### src/rtl/sparc_pipe_pkg.sv
// Shared pipeline definitions for the SPARC front end.
//   PC_STEP       : byte increment per sequential fetch
//   NOP_WORD      : sethi 0,%g0, substituted for annulled/bubble slots
//   fetch_state_e : fetch-unit sequencing states
//   redirect_t    : captured control-transfer request from ID
package sparc_pipe_pkg;

  localparam int unsigned XLEN = 32;

  localparam logic [XLEN-1:0] PC_STEP  = 32'd4;
  localparam logic [XLEN-1:0] NOP_WORD = 32'h0100_0000;

  typedef enum logic [1:0] {
    BOOT = 2'd0,
    RUN  = 2'd1,
    PEND = 2'd2
  } fetch_state_e;

  typedef struct packed {
    logic            taken;
    logic            annul;
    logic [XLEN-1:0] target;
  } redirect_t;

endpackage

### src/rtl/sparc_pc_npc_reg.sv
// SPARC PC/nPC register pair.
//   clk, clr (async active-low)  : clock / reset
//   load                         : advance the pair this cycle (else hold)
//   redirect, target             : on load, jump to target instead of nPC
//   pc, npc                      : current fetch PC and next PC
module sparc_pc_npc_reg
  import sparc_pipe_pkg::*;
#(
  parameter logic [XLEN-1:0] RESET_PC = 32'h0000_0000
) (
  input  logic            clk,
  input  logic            clr,
  input  logic            load,
  input  logic            redirect,
  input  logic [XLEN-1:0] target,
  output logic [XLEN-1:0] pc,
  output logic [XLEN-1:0] npc
);

  // Sequential fetch and redirect both wrap silently modulo 2^32.
  always_ff @(posedge clk or negedge clr) begin
    if (!clr) begin
      pc  <= RESET_PC;
      npc <= RESET_PC + PC_STEP;
    end else if (load) begin
      if (redirect) begin
        pc  <= target;
        npc <= target + PC_STEP;
      end else begin
        pc  <= npc;
        npc <= npc + PC_STEP;
      end
    end
  end

endmodule

### src/rtl/sparc_fetch_pc_unit.sv
// Instruction-fetch stage feeding the IF/ID register.
// Owns PC/nPC, applies ID's delayed-branch redirects and delay-slot
// annulment, and holds a redirect requested during a stall until LE returns.
//   clk, clr (async active-low)            : clock / reset
//   LE                                     : pipeline load enable (0 = stall)
//   branch_taken, branch_target            : taken control transfer from ID
//   annul_slot                             : annul the slot being fetched
//   imem_data / imem_addr                  : combinational instruction memory
//   PC_IF_out, nPC_IF_out                  : PC and nPC toward IF/ID
//   instruction_out, fetch_valid           : fetched word (NOP when invalid)
//   IF_ID_LE, IF_ID_reset                  : IF/ID load enable and sync flush
// Optional build macro FETCH_MISALIGN_TRAP_EN adds misalign_trap: a redirect
// to a non-word-aligned target is forced to the word boundary, the forced
// fetch is marked invalid, and the sticky trap flag is raised until clr.
module sparc_fetch_pc_unit
  import sparc_pipe_pkg::*;
#(
  parameter logic [XLEN-1:0] RESET_PC = 32'h0000_0000
) (
  input  logic            clk,
  input  logic            clr,
  input  logic            LE,
  input  logic            branch_taken,
  input  logic [XLEN-1:0] branch_target,
  input  logic            annul_slot,
  input  logic [XLEN-1:0] imem_data,
  output logic [XLEN-1:0] imem_addr,
  output logic [XLEN-1:0] PC_IF_out,
  output logic [XLEN-1:0] nPC_IF_out,
  output logic [XLEN-1:0] instruction_out,
  output logic            IF_ID_LE,
  output logic            IF_ID_reset,
  output logic            fetch_valid
`ifdef FETCH_MISALIGN_TRAP_EN
  ,
  output logic            misalign_trap
`endif
);

  fetch_state_e    state_q, state_d;
  redirect_t       pend_q, pend_d;
  redirect_t       req_c;
  logic            advance_c;
  logic [XLEN-1:0] target_c;
  logic            forced_c;
  logic [XLEN-1:0] pc, npc;

  // In PEND the live ID inputs are stale repeats; use the captured request.
  always_comb begin
    req_c.taken  = branch_taken;
    req_c.annul  = annul_slot;
    req_c.target = branch_target;
    if (state_q == PEND) begin
      req_c = pend_q;
    end
  end

  assign advance_c = LE && (state_q != BOOT);

`ifdef FETCH_MISALIGN_TRAP_EN
  logic misaligned_c;
  logic forced_q;

  assign misaligned_c = req_c.taken && (req_c.target[1:0] != 2'b00);
  assign target_c     = {req_c.target[XLEN-1:2], 2'b00};
  assign forced_c     = forced_q;

  // forced_q marks the fetch at a forced-aligned address; it persists
  // across stalls until that slot is consumed.
  always_ff @(posedge clk or negedge clr) begin
    if (!clr) begin
      forced_q      <= 1'b0;
      misalign_trap <= 1'b0;
    end else if (advance_c) begin
      forced_q <= misaligned_c;
      if (misaligned_c) begin
        misalign_trap <= 1'b1;
      end
    end
  end
`else
  assign target_c = req_c.target;
  assign forced_c = 1'b0;
`endif

  sparc_pc_npc_reg #(
    .RESET_PC (RESET_PC)
  ) u_pc_npc (
    .clk      (clk),
    .clr      (clr),
    .load     (advance_c),
    .redirect (req_c.taken),
    .target   (target_c),
    .pc       (pc),
    .npc      (npc)
  );

  assign imem_addr  = pc;
  assign PC_IF_out  = pc;
  assign nPC_IF_out = npc;

  // State and pending-request registers.
  always_ff @(posedge clk or negedge clr) begin
    if (!clr) begin
      state_q <= BOOT;
      pend_q  <= '0;
    end else begin
      state_q <= state_d;
      pend_q  <= pend_d;
    end
  end

  // Next-state and IF/ID-facing outputs. Whenever IF/ID does not load, a
  // NOP with fetch_valid=0 is presented since nothing is being delivered.
  always_comb begin
    state_d         = state_q;
    pend_d          = pend_q;
    fetch_valid     = 1'b0;
    instruction_out = NOP_WORD;
    IF_ID_LE        = 1'b0;
    IF_ID_reset     = 1'b0;

    unique case (state_q)
      BOOT: begin
        IF_ID_reset = 1'b1;
        state_d     = RUN;
      end
      RUN: begin
        if (!LE && (branch_taken || annul_slot)) begin
          pend_d.taken  = branch_taken;
          pend_d.annul  = annul_slot;
          pend_d.target = branch_target;
          state_d       = PEND;
        end
      end
      PEND: begin
        if (LE) begin
          pend_d  = '0;
          state_d = RUN;
        end
      end
      default: begin
        state_d = BOOT;
      end
    endcase

    if (advance_c) begin
      IF_ID_LE = 1'b1;
      if (req_c.annul || forced_c) begin
        IF_ID_reset = 1'b1;
      end else begin
        fetch_valid     = 1'b1;
        instruction_out = imem_data;
      end
    end
  end

endmodule

### config.mk
export PLATFORM = sky130hd
export DESIGN_NAME = sparc_fetch_pc_unit
export DESIGN_NICKNAME = d
export VERILOG_FILES = /design/src/rtl/sparc_pipe_pkg.sv /design/src/rtl/sparc_pc_npc_reg.sv /design/src/rtl/sparc_fetch_pc_unit.sv
export SDC_FILE = /design/constraint.sdc
export NUM_CORES = 1
export LEC_CHECK = 0
export ABC_AREA = 1
export CAP_MARGIN = 20
export CORE_MARGIN = 1
export CORE_UTILIZATION = 40
export CTS_CLUSTER_DIAMETER = 100
export DETAILED_ROUTE_END_ITERATION = 6
export GPL_ROUTABILITY_DRIVEN = 0
export PLACE_DENSITY_LB_ADDON = 0.12
export SETUP_SLACK_MARGIN = 0.4
export SYNTH_ARGS = -nofsm -noshare
export SYNTH_HDL_FRONTEND = slang
export SYNTH_SLANG_ARGS = --single-unit
export TNS_END_PERCENT = 20
### constraint.sdc
create_clock -name clk -period 2.3 [get_ports clk]
set_input_delay 0.46 -clock clk [delete_from_list [all_inputs] [get_ports clk]]
set_output_delay 0.46 -clock clk [all_outputs]
set_load 0.05 [all_outputs]
# Word level (Yosys, flattened, before mapping)
# Index checks and enable logic that the tools add are counted.
[totals]
register_bits = 100
word_cells = 38
inputBits = 69
out_inout_bits = 131
[classes]
addsub = 2
mux = 17
n_eq_ne = 4
reduce_logical = 9
[ops]
columns = ["op", "count"]
rows = [
  ["32-bit 2-to-1 mux", 4],
  ["34-bit 2-to-1 mux", 3],
  ["34-bit one-hot mux with 2 select lines", 1],
  ["32-bit by 3-bit adder with 32-bit output, second input constant", 2],
  ["1-bit 2-to-1 mux", 6],
  ["2-bit one-hot mux with 3 select lines", 1],
  ["2-bit 2-to-1 mux", 2],
  ["2-bit != test, second input constant", 2],
  ["2-bit nonzero test", 2],
  ["3-bit AND reduction", 1],
  ["2-bit by 1-bit == test with 1-bit output, second input constant", 1],
  ["2-bit == test, second input constant", 1],
  ["1-bit logical AND", 2],
  ["2-bit zero test", 1],
  ["2-bit AND reduction", 1],
  ["1-bit zero test", 1],
  ["1-bit logical OR", 1],
]

# Logic depth before layout (Yosys ltp)
# Gate-level depths: netlist (run 1).
[depth]
word_depth = 4
ltp_mapped = 17
ltp_nobuf = 17

# Cells and area by module
# A second synthesis (run 1) with hierarchy kept.
[unflattened]
cells_unflattened = 914
hier_area_um2 = 6332.3
[modules_own_cells]
columns = ["mod", "area_per_inst_um2", "instances", "cells_each", "seq_area_each_um2"]
rows = [
  ["sparc_pc_npc_reg", 3616.0, 1, 499, 1602.8],
  ["sparc_fetch_pc_unit", 2716.4, 1, 415, 900.9],
]

# Worst setup path after synthesis (run 1)
# No wires, ideal clock.
[synth_path]
path_type = "register -> output"
startpoint = "reg state_q[1]"
endpoint = "out instruction_out[24]"
t_arrival_ns = 2.542
path_slack_ns = -0.702
required_time_ns = 1.840
path_stages_with_launch = 10
path_buffers = 4
cell_sequence = "dfrtp_1 > buf_4 > buf_2 > nor2_1 > nor2_1 > inv_1 > clkbuf_1 > clkbuf_1 > nor2_1 > nand2_1"
[synth_via]
elab_chain_len = 4
elab_cells_between_ends = 6
classes_between = "eq/ne (1); mux (3); reduce/logical (2)"
[synth_lines]
columns = ["item", "line", "text"]
rows = [
  ["start: declaration", "sparc_fetch_pc_unit.sv:40", "fetch_state_e state_q, state_d;"],
  ["start signal: assignment", "sparc_fetch_pc_unit.sv:108", "state_q <= state_d;"],
  ["2-bit == test", "sparc_fetch_pc_unit.sv:53", "if (state_q == PEND) begin"],
  ["34-bit 2-to-1 mux", "sparc_fetch_pc_unit.sv:53", ""],
  ["32-bit 2-to-1 mux", "sparc_fetch_pc_unit.sv:149", "if (req_c.annul || forced_c) begin"],
  ["32-bit 2-to-1 mux *", "sparc_fetch_pc_unit.sv:147", "if (advance_c) begin"],
  ["end: declaration", "sparc_fetch_pc_unit.sv:30", "output logic [XLEN-1:0] instruction_out,"],
]
# Every way passes the cells marked *; elsewhere a longest branch is shown, timed or not.

# Final worst setup path (run 1)
[layout_path]
startpoint = "reg state_q[1]"
endpoint = "reg u_pc_npc.npc[31]"
[layout_via]
elab_chain_len = 4
elab_cells_between_ends = 6
classes_between = "add/sub (1); eq/ne (1); mux (2); reduce/logical (2)"
[layout_lines]
columns = ["item", "line", "text"]
rows = [
  ["2-bit == test", "sparc_fetch_pc_unit.sv:53", ""],
  ["34-bit 2-to-1 mux", "sparc_fetch_pc_unit.sv:53", ""],
  ["32-bit by 3-bit adder with 32-bit output", "sparc_pc_npc_reg.sv:28", "npc <= target + PC_STEP;"],
  ["32-bit 2-to-1 mux", "sparc_pc_npc_reg.sv:26", "if (redirect) begin"],
  ["end signal: assignment", "sparc_pc_npc_reg.sv:24", "npc <= RESET_PC + PC_STEP;"],
  ["end signal: assignment", "sparc_pc_npc_reg.sv:28", ""],
  ["end signal: assignment", "sparc_pc_npc_reg.sv:31", "npc <= npc + PC_STEP;"],
  ["end: declaration", "sparc_pc_npc_reg.sv:17", "output logic [XLEN-1:0] npc"],
]
# Several ways; a longest one is shown, not always the timed one.
# A chain may end at the register's enable or synchronous reset.

==> results.yml, run 1 <==
run_status:
  status: "finished, final reports clean"
cells_and_area:
  drive_gt1_share_pct: 30.7
  syn_to_final_growth_pct: 70.8
  final_common_cell: "nand2_1"
  multi_input_area_sq_um: 3590
  instances_no_fill: 1329
  most-common-layout-cells: "222 x nand2_1, 161 x clkdlybuf4s50_1, 106 x nand3_1"
  regArea_sq_um: 2500
  nets: 1210
  diodes: 0
  fillers: 1135
routing:
  drc: 0
  wl_um: 21400
  viasPerCell: 5.11
  route.vias.total: 6791
  wl_per_cell_um: 16.1
  first_iter_violations: 420
  firstDrtPassIters: 5
  ant_nets: 0
timing:
  fin_worst_skew_ns: 0.00832
  setup_violations: 0
  period_needed_ns: 2.24
  rsz0062_at_grt: "yes"
  max_freq_mhz: 446
  hold_viol_final: 0
  drv_slew: 0
  slew_headroom_pct: 62.4
  worst_pin_slew_ns: 0.562
  worst_slack_ns: 0.0590
  fin_crit_sh_pct: 97.4
  timing.hold.ws_ns: 0.00759
global_route:
  gr-usage-met2_pct: 44.7
  antenna_found_initial: 0
  gr-usage-all-layers_pct: 26.6
  met3_usage_pct: 3.70
  overflow: 0
  grt_pass1_vias: 6434
  grt_pass1_wl_um: 33100
  met1_usage_pct: 34.6
  grt_max_degree: 80
  grt-busiest-layer: "met2"
die:
  fp.dieArea_sq_um: 15900
  die_x_um: 126
  dieHeight_um: 126
  rows: 44
  start_util_pct: 41.6
  ios: 200
  core-area_sq_um: 14800
setup_path:
  rrSetupSlack_ns: 0.06
  crit_path_max_incr_delay_ns: 0.40
  path_cells: "buf_12, buf_8, nand3_4, buf_6, nand3_1, nand2_2, nand2_2, nor2_4, nand2_2, nor2_4, buf_4, nand3_1, nand3_1"
  reg2reg_to: "u_pc_npc.npc[31]"
  slowest_stage: "dfrtp_1"
  reg2regPathDepth: 13
  critPathMaxFanout: 9
  crit_family: "simple AND/OR/NAND/NOR gates"
  crit_required_ns: 2.59
  timing.rr.start: "state_q[1]"
  crit_path_end_kind: "flip-flop"
  crit_buf_inv: 4
  startpoint_type: "flip-flop"
  path_class: "reg2reg"
  arrival_ns: 2.53
logic_synthesis:
  synth.yosys.warnings: 0
  netlist_area_sq_um: 6140
  netlist_instances: 872
  yosysTopAreaCell: "dfrtp_1"
  async_flop_share_pct: 100
  synth-main-ff-cell: "dfrtp_1"
  ys_seq_area_share_pct: 40.8
  synth_nets: 942
  synth_seq_cells: 100
  synthDistinctLibCells: 39
  yosysTopAreaCellShare_pct: 40.3
  yosys-top-cells-area: "dfrtp_1 40%, nand2_1 17%, nand3_1 9.1%"
  synth_edf_count: 0
  synth_area_per_cell_sq_um: 7.05
placed_design:
  dp_hpwl_um: 15200
  dp.cells: 1274
  io_buffer_count: 199
  dp_worst_setup_slack_ns: -0.306
clock_tree:
  clockRootBuffer: "clkbuf_16"
  clockBufferDepth: 2
  htreeDepth: 3
  hold_buffers: 0
  insertion_delay_ns: 0.35
  clk_pin_slew_ns: 0.07
  cts_tree: "built"
  clkSinkCount: 100
  cts-buffers-inserted: 9
power:
  p_leak_uw: 0.00477
  power_density_nw_per_um2: 1400
  irDropWorstVdd_mv: 1.24
flow_run:
  max-cap-violations: 0
worst_hold_path:
  hold_class: "in2async"
how the worst max path moves through the flow:
stage | start | endpoint | slack (ns) | cells after the start
global route | state_q[1] | u_pc_npc.npc[28] | -0.05 | 16
floorplan | state_q[1] | instruction_out[24] | 0.21 | 9
global placement | branch_taken | u_pc_npc.npc[26] | -0.28 | 15
finish | state_q[1] | u_pc_npc.npc[31] | 0.06 | 13
CTS | branch_taken | u_pc_npc.npc[28] | 0.05 | 15
detailed placement | branch_taken | u_pc_npc.npc[28] | -0.31 | 15
cells by family after synthesis:
logic type | synth area share [%]
and+or+nand+nor | 39.2
AOI/OAI and AO/OA | 8.15
DFF | 40.8
buffers and inverters | 11.5
xor gates and xnor gates | 0.143
adders and majority gates | 0.204
layout make-up:
type	instances	area share, %
flip-flops and latches	100	23.9
well taps	184	2.19
multi-input cells	635	34.2
repair buffers	332	34.6
clock buffers	11	2.31
inverters	62	2.43
clock inverters	5	0.358
per-layer routing:
metal,vias to the layer above,part of all wire (%)
met5,-,0
met4,0,2.4
met3,31,6.8
met2,263,49
met1,3191,41
li1,3306,-
synthesized netlist by cell type, types with 4 or more instances:
cell type and number:
nand2_1 284, nand3_1 112, nor2_1 103, dfrtp_1 99, inv_1 60, o21ai_0 52, buf_4 37, clkbuf_1 18
nand2_2 16, nor2_2 11, o211ai_1 11, buf_2 9, buf_1 7, nor2_4 7, a21oi_1 5, o22ai_1 5
nand4_1 4
metrics by stage:
step	setup TNS, ns	area [sq um]	util [%]	total power, uW
after global placement	-4.68	9430	63.9	12300
after CTS	0	9980	67.6	14200
final	0	10500	71.1	14600
after global routing	-0.184	10500	71.1	15400
after floorplan	0	6640	-	9270
after detailed placement	-5.19	9430	63.9	12400
flip-flops by register name, summed over array words and instances (netlist names):
signal        flops
pend_q           34
u_pc_npc.pc      32
state_q           2
u_pc_npc.npc     32
timing repair:
action | 4_1_cts | 5_1_grt
setup endpoints to repair | 169 | 172
pin swaps | 11 | 41
gates resized for setup | 24 | 92
cloned | 3 | 2
setup buffers | 14 | 20
power by group:
part | switching (uW) | total, uW | internal, uW
clock network | 691 | 1460 | 766
logic | 6270 | 9970 | 3710
registers | 645 | 3210 | 2570
(Power assumes the default switching activity.)
==> run 2, diff against run 1 <==
--- a/config.mk
+++ b/config.mk
@@ -13,7 +13,7 @@
 export DETAILED_ROUTE_END_ITERATION = 6
 export GPL_ROUTABILITY_DRIVEN = 0
 export PLACE_DENSITY_LB_ADDON = 0.12
-export SETUP_SLACK_MARGIN = 0.4
+export SETUP_SLACK_MARGIN = 0.5
 export SYNTH_ARGS = -nofsm -noshare
 export SYNTH_HDL_FRONTEND = slang
 export SYNTH_SLANG_ARGS = --single-unit
==> run 2 against run 1 <==
  * Sequential cell count is the same
  * Die area stayed put
  * Via count increased by 6.1%
  * Worst setup slack lost 0.027 ns
==> results.yml, run 2 (same netlist as run 1, synthesis figures left out) <==
run_status:
  status: "finished, final reports clean"
timing:
  drv_slew: 0
  worst_pin_slew_ns: 0.590
  setup_violations: 0
  slew_headroom_pct: 60.5
  timing.hold.ws_ns: 0.0410
  fin_worst_skew_ns: 0.00840
  worst_slack_ns: 0.0317
  hold_viol_final: 0
  final.setup.tns_ns: 0
  fin_crit_sh_pct: 98.6
  max_freq_mhz: 441
  rsz0062_at_grt: "yes"
  period_needed_ns: 2.27
cells_and_area:
  reg.largest.list: "pend_q x34, u_pc_npc.npc x32, u_pc_npc.pc x32"
  most-common-layout-cells: "201 x nand2_1, 161 x clkdlybuf4s50_1, 104 x buf_4"
  syn_to_final_growth_pct: 81.2
  max_flop_register: "pend_q"
  nets: 1229
  instances_no_fill: 1348
  diodes: 0
  drive_gt1_share_pct: 36.2
  largest_reg_flops: 34
  final_common_cell: "nand2_1"
placed_design:
  dp_worst_setup_slack_ns: -0.292
  dp.cells: 1273
  io_buffer_count: 199
  dp_hpwl_um: 15400
clock_tree:
  cts_tree: "built"
  clkSinkCount: 100
  clk_pin_slew_ns: 0.07
  htreeDepth: 3
  clockRootBuffer: "clkbuf_16"
  cts-buffers-inserted: 9
  insertion_delay_ns: 0.35
  clockBufferDepth: 2
global_route:
  grt_pass1_wl_um: 33300
  gr-usage-all-layers_pct: 26.8
  grt_pass1_vias: 6476
  grt_max_degree: 44
  overflow: 0
  antenna_found_initial: 0
die:
  fp.dieArea_sq_um: 15900
  start_util_pct: 41.6
  core-area_sq_um: 14800
  dieHeight_um: 126
  rows: 44
  die_x_um: 126
  ios: 200
routing:
  drc: 0
  first_iter_violations: 571
  wl_um: 23500
  wl_per_cell_um: 17.4
  route.vias.total: 7202
  ant_nets: 0
  viasPerCell: 5.34
  firstDrtPassIters: 5
worst_hold_path:
  hold_class: "in2async"
power:
  power_density_nw_per_um2: 1380
  p_leak_uw: 0.00503
  irDropWorstVdd_mv: 1.13
  finalPower_uw: 15400
setup_path:
  critPathMaxFanout: 8
  path_class: "reg2reg"
  startpoint_type: "flip-flop"
  crit_path_end_kind: "flip-flop"
  crit_required_ns: 2.54
  arrival_ns: 2.51
flow_run:
  max-cap-violations: 0
## run 2: changes by cell type in the layout (fill, tap and decap cells not counted), sizes merged
cell,previous run,this run
clkbuf,13,19
buf,166,181
clkinv,4,3
bufbuf,1,0
## run 2: timing repair
| item | in CTS | in global routing |
|---|---|---|
| pin swaps | 15 | 68 |
| gates resized for setup | 21 | 193 |
| hold buffers | 0 | 0 |
| endpoints found under the hold margin | 0 | 0 |
| cloned | 3 | 7 |
| setup endpoints to repair | 165 | 206 |
| buffers inserted | 14 | 35 |
## run 2: layer usage
| metal | wire length, um | vias to the layer above | track usage [%] | part of all wire [%] |
|---|---|---|---|---|
| li1 | - | 3338 | - | - |
| met1 | 9180 | 3414 | 34.0 | 39 |
| met2 | 11600 | 379 | 46.2 | 49 |
| met3 | 1770 | 71 | 4.12 | 7.5 |
| met4 | 914 | 0 | 9.43 | 3.9 |
| met5 | 0 | - | 0 | 0 |
## run 2: through the flow
step                      util, %  cell area (sq um)
after global routing         75.4              11100
after floorplan                 -               6640
after detailed placement     64.1               9450
final                        75.4              11100
after CTS                    67.5               9960
after global placement       64.1               9450
## run 2: where the power goes
part / switching [uW] / internal, uW / total, uW / leakage, uW
clock network: 701 / 740 / 1440 / 0.000120
logic: 6630 / 4030 / 10700 / 0.00367
registers: 687 / 2570 / 3260 / 0.00124
## run 2: final timing paths
| path | cells after the start | end | slack, ns | start |
|---|---|---|---|---|
| setup / recovery | 15 | u_pc_npc.npc[31] | 0.03 | state_q[1] |
| hold / removal | 1 | u_pc_npc.npc[13] | 0.04 | clr |
| setup reg to reg | 15 | u_pc_npc.npc[31] | 0.03 | state_q[1] |
| hold reg to reg | 2 | u_pc_npc.pc[18] | 0.51 | u_pc_npc.pc[18] |
| max in group asynchronous | 2 | u_pc_npc.npc[26] | 1.54 | clr |
| min in group clk | 2 | u_pc_npc.pc[18] | 0.51 | u_pc_npc.pc[18] |
## run 2: worst max-delay path, stage by stage, from the launching register on
cell and delay (ns):
dfrtp_1 0.40, buf_12 0.15, buf_6 0.13, nand3_4 0.16, buf_12 0.16, buf_12 0.15
nand3_2 0.08, nand2_2 0.13, nand2_2 0.10, nor2_2 0.13, nand2_2 0.08, nor2_4 0.14
buf_4 0.14, nand2_1 0.06, nand2_1 0.07, nand3_1 0.06
## run 2: cell type report
| class | count | area (sq um) |
|---|---|---|
| sequential | 100 | 2500 |
| clock buffer | 13 | 240 |
| inverter | 62 | 268 |
| tap | 184 | 230 |
| timing repair buffer | 350 | 3920 |
| multi-input combinational | 635 | 3940 |
| fill | 1012 | 3620 |
| timing repair inverter | 1 | 3.75 |
| clock inverter | 3 | 23.8 |
